===== src/rtl/argon_alu_sequencer.sv =====
// rtl/argon_alu_sequencer.sv - sequences one ArgonALU operation (load A/B/F/op, read Y/F) per request
// Sole master of the ALU strobes; each request becomes one response with optional timeout flag.
module argon_alu_sequencer #(
    parameter int OP_W    = 4,
    parameter int TIMEOUT = 8
) (
    input  logic            i_Clk,
    input  logic            i_Reset,
    input  logic            i_req_valid,
    output logic            o_req_ready,
    input  logic [OP_W-1:0] i_req_op,
    input  logic [15:0]     i_req_a,
    input  logic [15:0]     i_req_b,
    input  logic [15:0]     i_req_f,
    input  logic            i_req_load_f,
    output logic            o_rsp_valid,
    input  logic            i_rsp_ready,
    output logic [15:0]     o_rsp_y,
    output logic [15:0]     o_rsp_f,
    output logic            o_rsp_timeout,
    output logic            o_busy,
    output logic [15:0]     o_alu_bus,
    input  logic [15:0]     i_alu_bus,
    input  logic            i_alu_bus_valid,
    output logic            o_latchA,
    output logic            o_latchB,
    output logic            o_latchF,
    output logic            o_latchOp,
    output logic            o_outputY,
    output logic            o_outputF
);

    typedef enum logic [2:0] {
        S_IDLE, S_LD_A, S_LD_B, S_LD_F, S_LD_OP, S_RD_Y, S_RD_F, S_RESP
    } state_t;

    localparam logic [7:0] CNT_LAST = 8'(TIMEOUT - 1);

    state_t          state_q, state_d;
    logic [OP_W-1:0] op_q, op_d;
    logic [15:0]     a_q, a_d;
    logic [15:0]     b_q, b_d;
    logic [15:0]     f_q, f_d;
    logic            load_f_q, load_f_d;
    logic [7:0]      cnt_q, cnt_d;
    logic [15:0]     rsp_y_q, rsp_y_d;
    logic [15:0]     rsp_f_q, rsp_f_d;
    logic            rsp_timeout_q, rsp_timeout_d;

    always_ff @(posedge i_Clk or posedge i_Reset) begin
        if (i_Reset) begin
            state_q       <= S_IDLE;
            op_q          <= '0;
            a_q           <= '0;
            b_q           <= '0;
            f_q           <= '0;
            load_f_q      <= 1'b0;
            cnt_q         <= '0;
            rsp_y_q       <= '0;
            rsp_f_q       <= '0;
            rsp_timeout_q <= 1'b0;
        end else begin
            state_q       <= state_d;
            op_q          <= op_d;
            a_q           <= a_d;
            b_q           <= b_d;
            f_q           <= f_d;
            load_f_q      <= load_f_d;
            cnt_q         <= cnt_d;
            rsp_y_q       <= rsp_y_d;
            rsp_f_q       <= rsp_f_d;
            rsp_timeout_q <= rsp_timeout_d;
        end
    end

    always_comb begin
        state_d       = state_q;
        op_d          = op_q;
        a_d           = a_q;
        b_d           = b_q;
        f_d           = f_q;
        load_f_d      = load_f_q;
        cnt_d         = cnt_q;
        rsp_y_d       = rsp_y_q;
        rsp_f_d       = rsp_f_q;
        rsp_timeout_d = rsp_timeout_q;
        o_req_ready   = 1'b0;
        o_rsp_valid   = 1'b0;
        o_alu_bus     = 16'h0000;
        o_latchA      = 1'b0;
        o_latchB      = 1'b0;
        o_latchF      = 1'b0;
        o_latchOp     = 1'b0;
        o_outputY     = 1'b0;
        o_outputF     = 1'b0;

        case (state_q)
            S_IDLE: begin
                o_req_ready = 1'b1;
                if (i_req_valid) begin
                    op_d          = i_req_op;
                    a_d           = i_req_a;
                    b_d           = i_req_b;
                    f_d           = i_req_f;
                    load_f_d      = i_req_load_f;
                    rsp_timeout_d = 1'b0;
                    cnt_d         = '0;
                    state_d       = S_LD_A;
                end
            end
            S_LD_A: begin
                o_alu_bus = a_q;
                o_latchA  = 1'b1;
                state_d   = S_LD_B;
            end
            S_LD_B: begin
                o_alu_bus = b_q;
                o_latchB  = 1'b1;
                state_d   = load_f_q ? S_LD_F : S_LD_OP;
            end
            S_LD_F: begin
                o_alu_bus = f_q;
                o_latchF  = 1'b1;
                state_d   = S_LD_OP;
            end
            S_LD_OP: begin
                o_alu_bus = 16'(op_q);
                o_latchOp = 1'b1;
                state_d   = S_RD_Y;
            end
            S_RD_Y: begin
                o_outputY = 1'b1;
                if (i_alu_bus_valid) begin
                    rsp_y_d = i_alu_bus;
                    cnt_d   = '0;
                    state_d = S_RD_F;
                end else if (cnt_q == CNT_LAST) begin
                    // A missing Y makes F meaningless too, so skip RD_F entirely
                    rsp_y_d       = 16'hFFFF;
                    rsp_f_d       = 16'hFFFF;
                    rsp_timeout_d = 1'b1;
                    cnt_d         = '0;
                    state_d       = S_RESP;
                end else begin
                    cnt_d = cnt_q + 8'd1;
                end
            end
            S_RD_F: begin
                o_outputF = 1'b1;
                if (i_alu_bus_valid) begin
                    rsp_f_d = i_alu_bus;
                    cnt_d   = '0;
                    state_d = S_RESP;
                end else if (cnt_q == CNT_LAST) begin
                    rsp_f_d       = 16'hFFFF;
                    rsp_timeout_d = 1'b1;
                    cnt_d         = '0;
                    state_d       = S_RESP;
                end else begin
                    cnt_d = cnt_q + 8'd1;
                end
            end
            S_RESP: begin
                o_rsp_valid = 1'b1;
                if (i_rsp_ready) begin
                    state_d = S_IDLE;
                end
            end
            default: state_d = S_IDLE;
        endcase
    end

    assign o_rsp_y       = rsp_y_q;
    assign o_rsp_f       = rsp_f_q;
    assign o_rsp_timeout = rsp_timeout_q;
    assign o_busy        = (state_q != S_IDLE);

endmodule


===== config.mk =====
export PLATFORM = sky130hd
export DESIGN_NAME = argon_alu_sequencer
export DESIGN_NICKNAME = d
export VERILOG_FILES = /design/src/rtl/argon_alu_sequencer.sv
export SDC_FILE = /design/constraint.sdc
export NUM_CORES = 1
export LEC_CHECK = 0
export BUFFER_PORTS_ARGS = -buffer_cell sky130_fd_sc_hd__buf_4
export CORE_ASPECT_RATIO = 0.5
export CORE_MARGIN = 2
export CORE_UTILIZATION = 40
export DETAILED_ROUTE_END_ITERATION = 7
export GPL_ROUTABILITY_DRIVEN = 1
export PLACE_DENSITY = 0.78
export SYNTH_ARGS = -nofsm -noshare
export SYNTH_HDL_FRONTEND = slang
export SYNTH_SLANG_ARGS = --single-unit

===== constraint.sdc =====
create_clock -name i_Clk -period 3 [get_ports i_Clk]
set_input_delay 0.3 -clock i_Clk [delete_from_list [all_inputs] [get_ports i_Clk]]
set_output_delay 0.3 -clock i_Clk [all_outputs]
set_load 0.01 [all_outputs]

## After elaboration in Yosys (flattened, before gate mapping)

Index checks and enable logic that the tools add are counted.

- Add/subtract/negate cells: 1
- $mul: 0
- Divide/modulo/power cells: 0
- $lt $le $gt $ge: 0
- Equality and inequality tests: 13
- Shift-type cells: 0
- Mux-type cells: 30
- Bitwise gates (word level): 0
- Reductions and logical operators: 12

Operators by type and width:

| kind | number |
|---|---|
| $mux 16 | 5 |
| $pmux 16 s4 | 1 |
| $pmux 16 s2 | 1 |
| $mux 8 | 3 |
| $pmux 3 s8 | 1 |
| $mux 3 | 6 |
| $pmux 8 s2 | 1 |
| $eq 3x3->1 const B | 4 |
| $mux 1 | 11 |
| $reduce_and 2->1 | 5 |
| $add 8x1->8 const B | 1 |
| $eq 8x3->1 const B | 1 |
| $ne 2x2->1 const B | 4 |
| $eq 3x2->1 const B | 2 |
| $reduce_bool 2->1 | 3 |
| $reduce_and 4->1 | 1 |
| $eq 3x1->1 const B | 1 |
| $logic_not 3->1 | 1 |
| $reduce_bool 3->1 | 1 |
| $ne 2x1->1 const B | 1 |
| $pmux 1 s2 | 1 |
| $reduce_or 2->1 | 1 |

- Flip-flop bits (word level): 97
- Latch bits: 0
- Bits in writable memories: 0
- Memory bits (read-only): 0
- Bits of input ports: 74
- Output and inout port bits: 58
- Logic and storage cells: 66
- Memories: 0

## Depth between registers and ports, before layout

- Depth in word-level cells: 4
- Mapped depth: 7
- Mapped depth without buffers: 5

## Least setup slack after synthesis

No wires, ideal clock.

- Kind: flip-flop to flip-flop
- From: register state_q[1]
- To: register a_q[12]
- Data arrival time: 1.823 ns
- Data required time: 2.875 ns
- Slack: 1.052 ns
- Cell stages (with the launch flop): 8
- Buffers on the path: 3
- Path through: dfrtp_1 buf_2 or3_1 inv_1 and2_1 buf_2 buf_4 mux2_2

- Cells in the longest elaborated chain, start to end: 2

Ends and longest elaborated chain:

| what | line | RTL |
|---|---|---|
| start, declared | 39 | `state_t state_q, state_d;` |
| start signal, assigned | 63 | `state_q <= state_d;` |
| $logic_not 3->1 | 97 | `case (state_q)` |
| $reduce_and 2->1 (no line) | -- |  |
| end signal, assigned | 54 | `a_q <= '0;` |
| end signal, assigned | 65 | `a_q <= a_d;` |
| end, declared | 41 | `logic [15:0] a_q, a_d;` |

No other way between the ends.
A chain may end at the register's enable or synchronous reset.

## Worst setup path in the final report

- From: register state_q[1]
- To: output o_alu_bus[4]

- Cells in the longest elaborated chain, start to end: 2
- Elaborated cells on any way between the ends: 5

Ends and longest elaborated chain:

| what | line | RTL |
|---|---|---|
| $eq 3x3->1 (tied with other cells) | 97 |  |
| $pmux 16 s4 * | 97 |  |
| end, declared | 22 | `output logic [15:0] o_alu_bus,` |

Mark *: on every way between the ends. The rest lies on a longest branch, timed or not.

==> Implementation_results.wiki <==
{| class="wikitable"
! Metric !! Value
|-
| Register-to-register setup slack || 0.81 ns
|-
| Deepest clock path buffer count || 2
|-
| First-pass GRT wire length || between 15,000 and 20,000 um
|-
| Maximum achievable frequency || between 0.4 and 0.5 GHz
|-
| Largest net degree at the start of global routing || between 50 and 60
|-
| Number of detailed-routing iterations run before antenna repair || 4
|-
| TritonCTS buffer count || 9
|-
| Max Fanout on Critical Path || 9
|-
| Overall track demand over capacity in global routing || 18.0%
|-
| GR Overflow Total || 0
|-
| Shortest clock period the worst path allows after layout || about 2.4 ns
|-
| RSZ-0062 raised after global routing || no
|-
| Cell count after synthesis || between 300 and 400
|-
| Critical path type || reg -> out
|-
| Final Total Pwr || ~5700 uW
|-
| End of the worst register-to-register path || op_q[0]$_DFFE_PP0P_
|-
| Max H-tree Level || 3
|-
| Total half-perimeter wirelength after legalization and detailed placement || 7110 um
|-
| Critical Path, Cell by Cell || buf_4 > nor2b_1 > buf_4 > a22oi_1 > nor2_1 > buf_4
|-
| Clock skew after layout || 0.00745 ns
|-
| Crit path DAT || 2.07 ns
|-
| Warnings, synthesis || 0
|-
| Sum of negative setup slack || 0 ns
|-
| Via count of the first global-routing pass || around 3,200
|-
| Class of the worst hold path || in -> async
|-
| Number of cells on the worst reg-to-reg path || 6
|-
| Number of nets with antenna violations after routing || 0
|-
| Maximum vdd ir drop || about 0.36 mV
|-
| Clock slew at the register clock pins of the worst setup and hold paths || 0.06 ns
|-
| I/O pins || 132
|-
| Placeable Area || 10,200 sq um
|-
| Met3 wire length || 491 um
|-
| Mean number of vias per cell || around 5.2
|-
| Post-CTS Setup Bufs || 0
|-
| Worst r2r src || state_q[1]$_DFFE_PP0P_
|-
| Net count of the mapped netlist || 394
|-
| Area growth, synth to finish || 33.9%
|-
| Share of synthesized flip-flops with an asynchronous set or reset || 100%
|-
| Slowest cell on the critical path || dfrtp_1
|-
| Most used flip-flop cell after synthesis || dfrtp_1
|-
| Endpoints failing hold || 0
|-
| Clk Latency, worst-skew pair || 0.34 ns
|-
| Count of nets after finishing || 528
|-
| Power per Cell Area || 997 nW/um^2
|-
| Routed Wire Length || 9960 um
|-
| Top Metal Used || met4
|-
| Total vias in the final route || between 3,000 and 4,000
|-
| Final count of negative-setup-slack endpoints || 0
|-
| Netlist area before placement || about 4200 sq um
|-
| Number of cells upsized or downsized after cts || 0
|-
| CTS tree || done
|-
| Mean area per synthesized cell || 13.3 sq um
|-
| Antenna violations before repair || 0
|-
| Largest incremental delay on the critical path || 0.55 ns
|-
| Worst Hold Margin || 0.0810 ns
|-
| Number of clock sinks || 97
|-
| CP startpoint kind || register
|-
| Count of flip-flops with a built-in enable after synthesis || 0
|-
| Number of port buffers || 131
|-
| Status || finished, final reports clean
|-
| X dimension of the die || approximately 150 um
|-
| Number of diodes added for antenna fixing || 0
|-
| Clock tree root buffer cell || clkbuf_16
|-
| Worst setup EP type || output port
|-
| Number of hold buffers added after cts || 0
|-
| Fraction of layout instances using a drive strength above 1 || 50.2%
|-
| Die ar. || 11,500 sq um
|-
| Site Rows || 26
|-
| Total met2 wirelength after detailed routing || 5150 um
|-
| Synth Register Bits || 97
|-
| Routed metal-1 wire length || around 4200 um
|-
| Cell variety after synth || 41
|-
| Slew of the pin with the lowest slew margin || slightly below 0.9 ns
|-
| Gpl congestion || 0.802
|-
| Most used cell along the critical path || buf_4
|-
| Number of pins exceeding their max-slew limit in the final report || 0
|-
| Share of the cycle needed by the critical path after routing || 79.0%
|-
| Count of unresolved DRC violations after routing || 0
|-
| Slew Limit Headroom || 40.7%
|-
| Vertical die dimension || 76.8 um
|-
| Worst endpoint required time || 2.70 ns
|-
| Leakage Power || between 0.002 and 0.003 uW
|-
| Portion of the post-synthesis area used by sequential elements || 57.3%
|-
| Initial standard-cell utilization of the core || 41.3%
|-
| Max-Cap Viols || 0
|-
| Post-layout utilization of the core || 55.3%
|-
| Fill cell instance count of the final layout || 881
|-
| DRC violation total after the first TritonRoute iteration || 170
|-
| Average detailed-routed wire length per instance || 16.7 um
|}
-- logic make-up (layout without fill, tap and decap cells) --
logic type,Yosys count,in the layout,synth area share [%]
flops,97,97,57.3
xor+xnor,2,2,0.414
simple gates,57,57,7.00
mux,67,67,17.8
compound gates,73,73,14.5
buf+inv,22,161,2.69
fa+ha+maj,1,1,0.295
-- state kept, by name, summed over array words and instances, names as in the netlist --
register,count
a_q,16
b_q,16
cnt_q,8
f_q,16
load_f_q,1
o_rsp_f,16
o_rsp_timeout,1
o_rsp_y,16
op_q,4
state_q,3
-- power breakdown --
part | switching, uW | internal, uW
sequential | 357 | 1900
clock | 480 | 668
combinational | 994 | 1250
total | 1830 | 3820
-- worst max path at each step --
| stage | startpoint | to | slack [ns] | depth (start not counted) |
|---|---|---|---|---|
| after CTS | state_q[1]$_DFFE_PP0P_ | o_alu_bus[13] | 0.61 | 6 |
| after global routing | state_q[1]$_DFFE_PP0P_ | o_alu_bus[13] | 0.44 | 6 |
| after detailed placement | cnt_q[0]$_DFFE_PP0P_ | cnt_q[3]$_DFFE_PP0P_ | 0.82 | 5 |
| after global placement | state_q[1]$_DFFE_PP0P_ | o_rsp_y[3]$_DFFE_PP0P_ | 0.88 | 5 |
| after floorplan | i_Reset | a_q[0]$_DFFE_PP0P_ | 0.17 | 1 |
| final | state_q[1]$_DFFE_PP0P_ | o_alu_bus[4] | 0.63 | 6 |
-- critical path: cells and delay by family, from the launching register on --
family,cells,cell delay [ns]
buffers and inverters,3,0.64
AO/OA/AOI/OAI,1,0.10
AND/OR/NAND/NOR,2,0.45
flip-flops,1,0.55
-- cell usage in the layout (no fill, tap or decap), types with 2 or more instances in the layout --
cell type and n:
clkbuf_16 9, clkinv_2 3, nand2_1 9, a221o_1 2, buf_4 141, nor3b_1 3
nor2_1 22, xnor2_1 2, a22o_1 2, o22a_1 32, a211o_1 3, nand4_1 3
mux2_2 66, inv_1 3, a211oi_1 2, nor3_1 2, a22oi_1 20, dfrtp_1 97
nand2b_1 4, a21oi_1 4, and3_1 5
-- layout make-up --
cell class                 instances  area, sq um  share of cell area, %
tap                              140          175                   3.09
multi-input combinational        200         1690                   29.9
clock buffer                      11          243                   4.28
clock inverter                     5         53.8                  0.949
timing repair buffer             141         1060                   18.7
inverter                           4         17.5                  0.309
sequential                        97         2430                   42.8
-- cell usage after synthesis, drive strengths merged (3+ instances only) --
cell type	instances	area, sq um
mux2	66	743
nor3b	3	22.5
nand2b	4	25.0
a21oi	5	28.8
a211o	3	26.3
nor2	23	88.8
nand2	9	33.8
buf	13	80.1
nand4	3	18.8
inv	4	15.0
a22oi	20	150
dfrtp	97	2430
o22a	32	280
clkbuf	5	18.8
and3	5	31.3
-- metal layers --
metal	up-vias	GRT usage, %
met2	72	29.8
li1	1467	-
met1	1544	22.8
met3	11	4.76
met4	0	6.19
met5	-	0
-- stage by stage --
step,instances,instance area [sq um],setup WS (ns)
after detailed placement,582,5370,0.818
final,598,5670,0.630
after global routing,598,5670,0.439
after floorplan,319,4230,0.166
after CTS,598,5670,0.608
after global placement,582,5370,0.880
(Power assumes the default switching activity.)
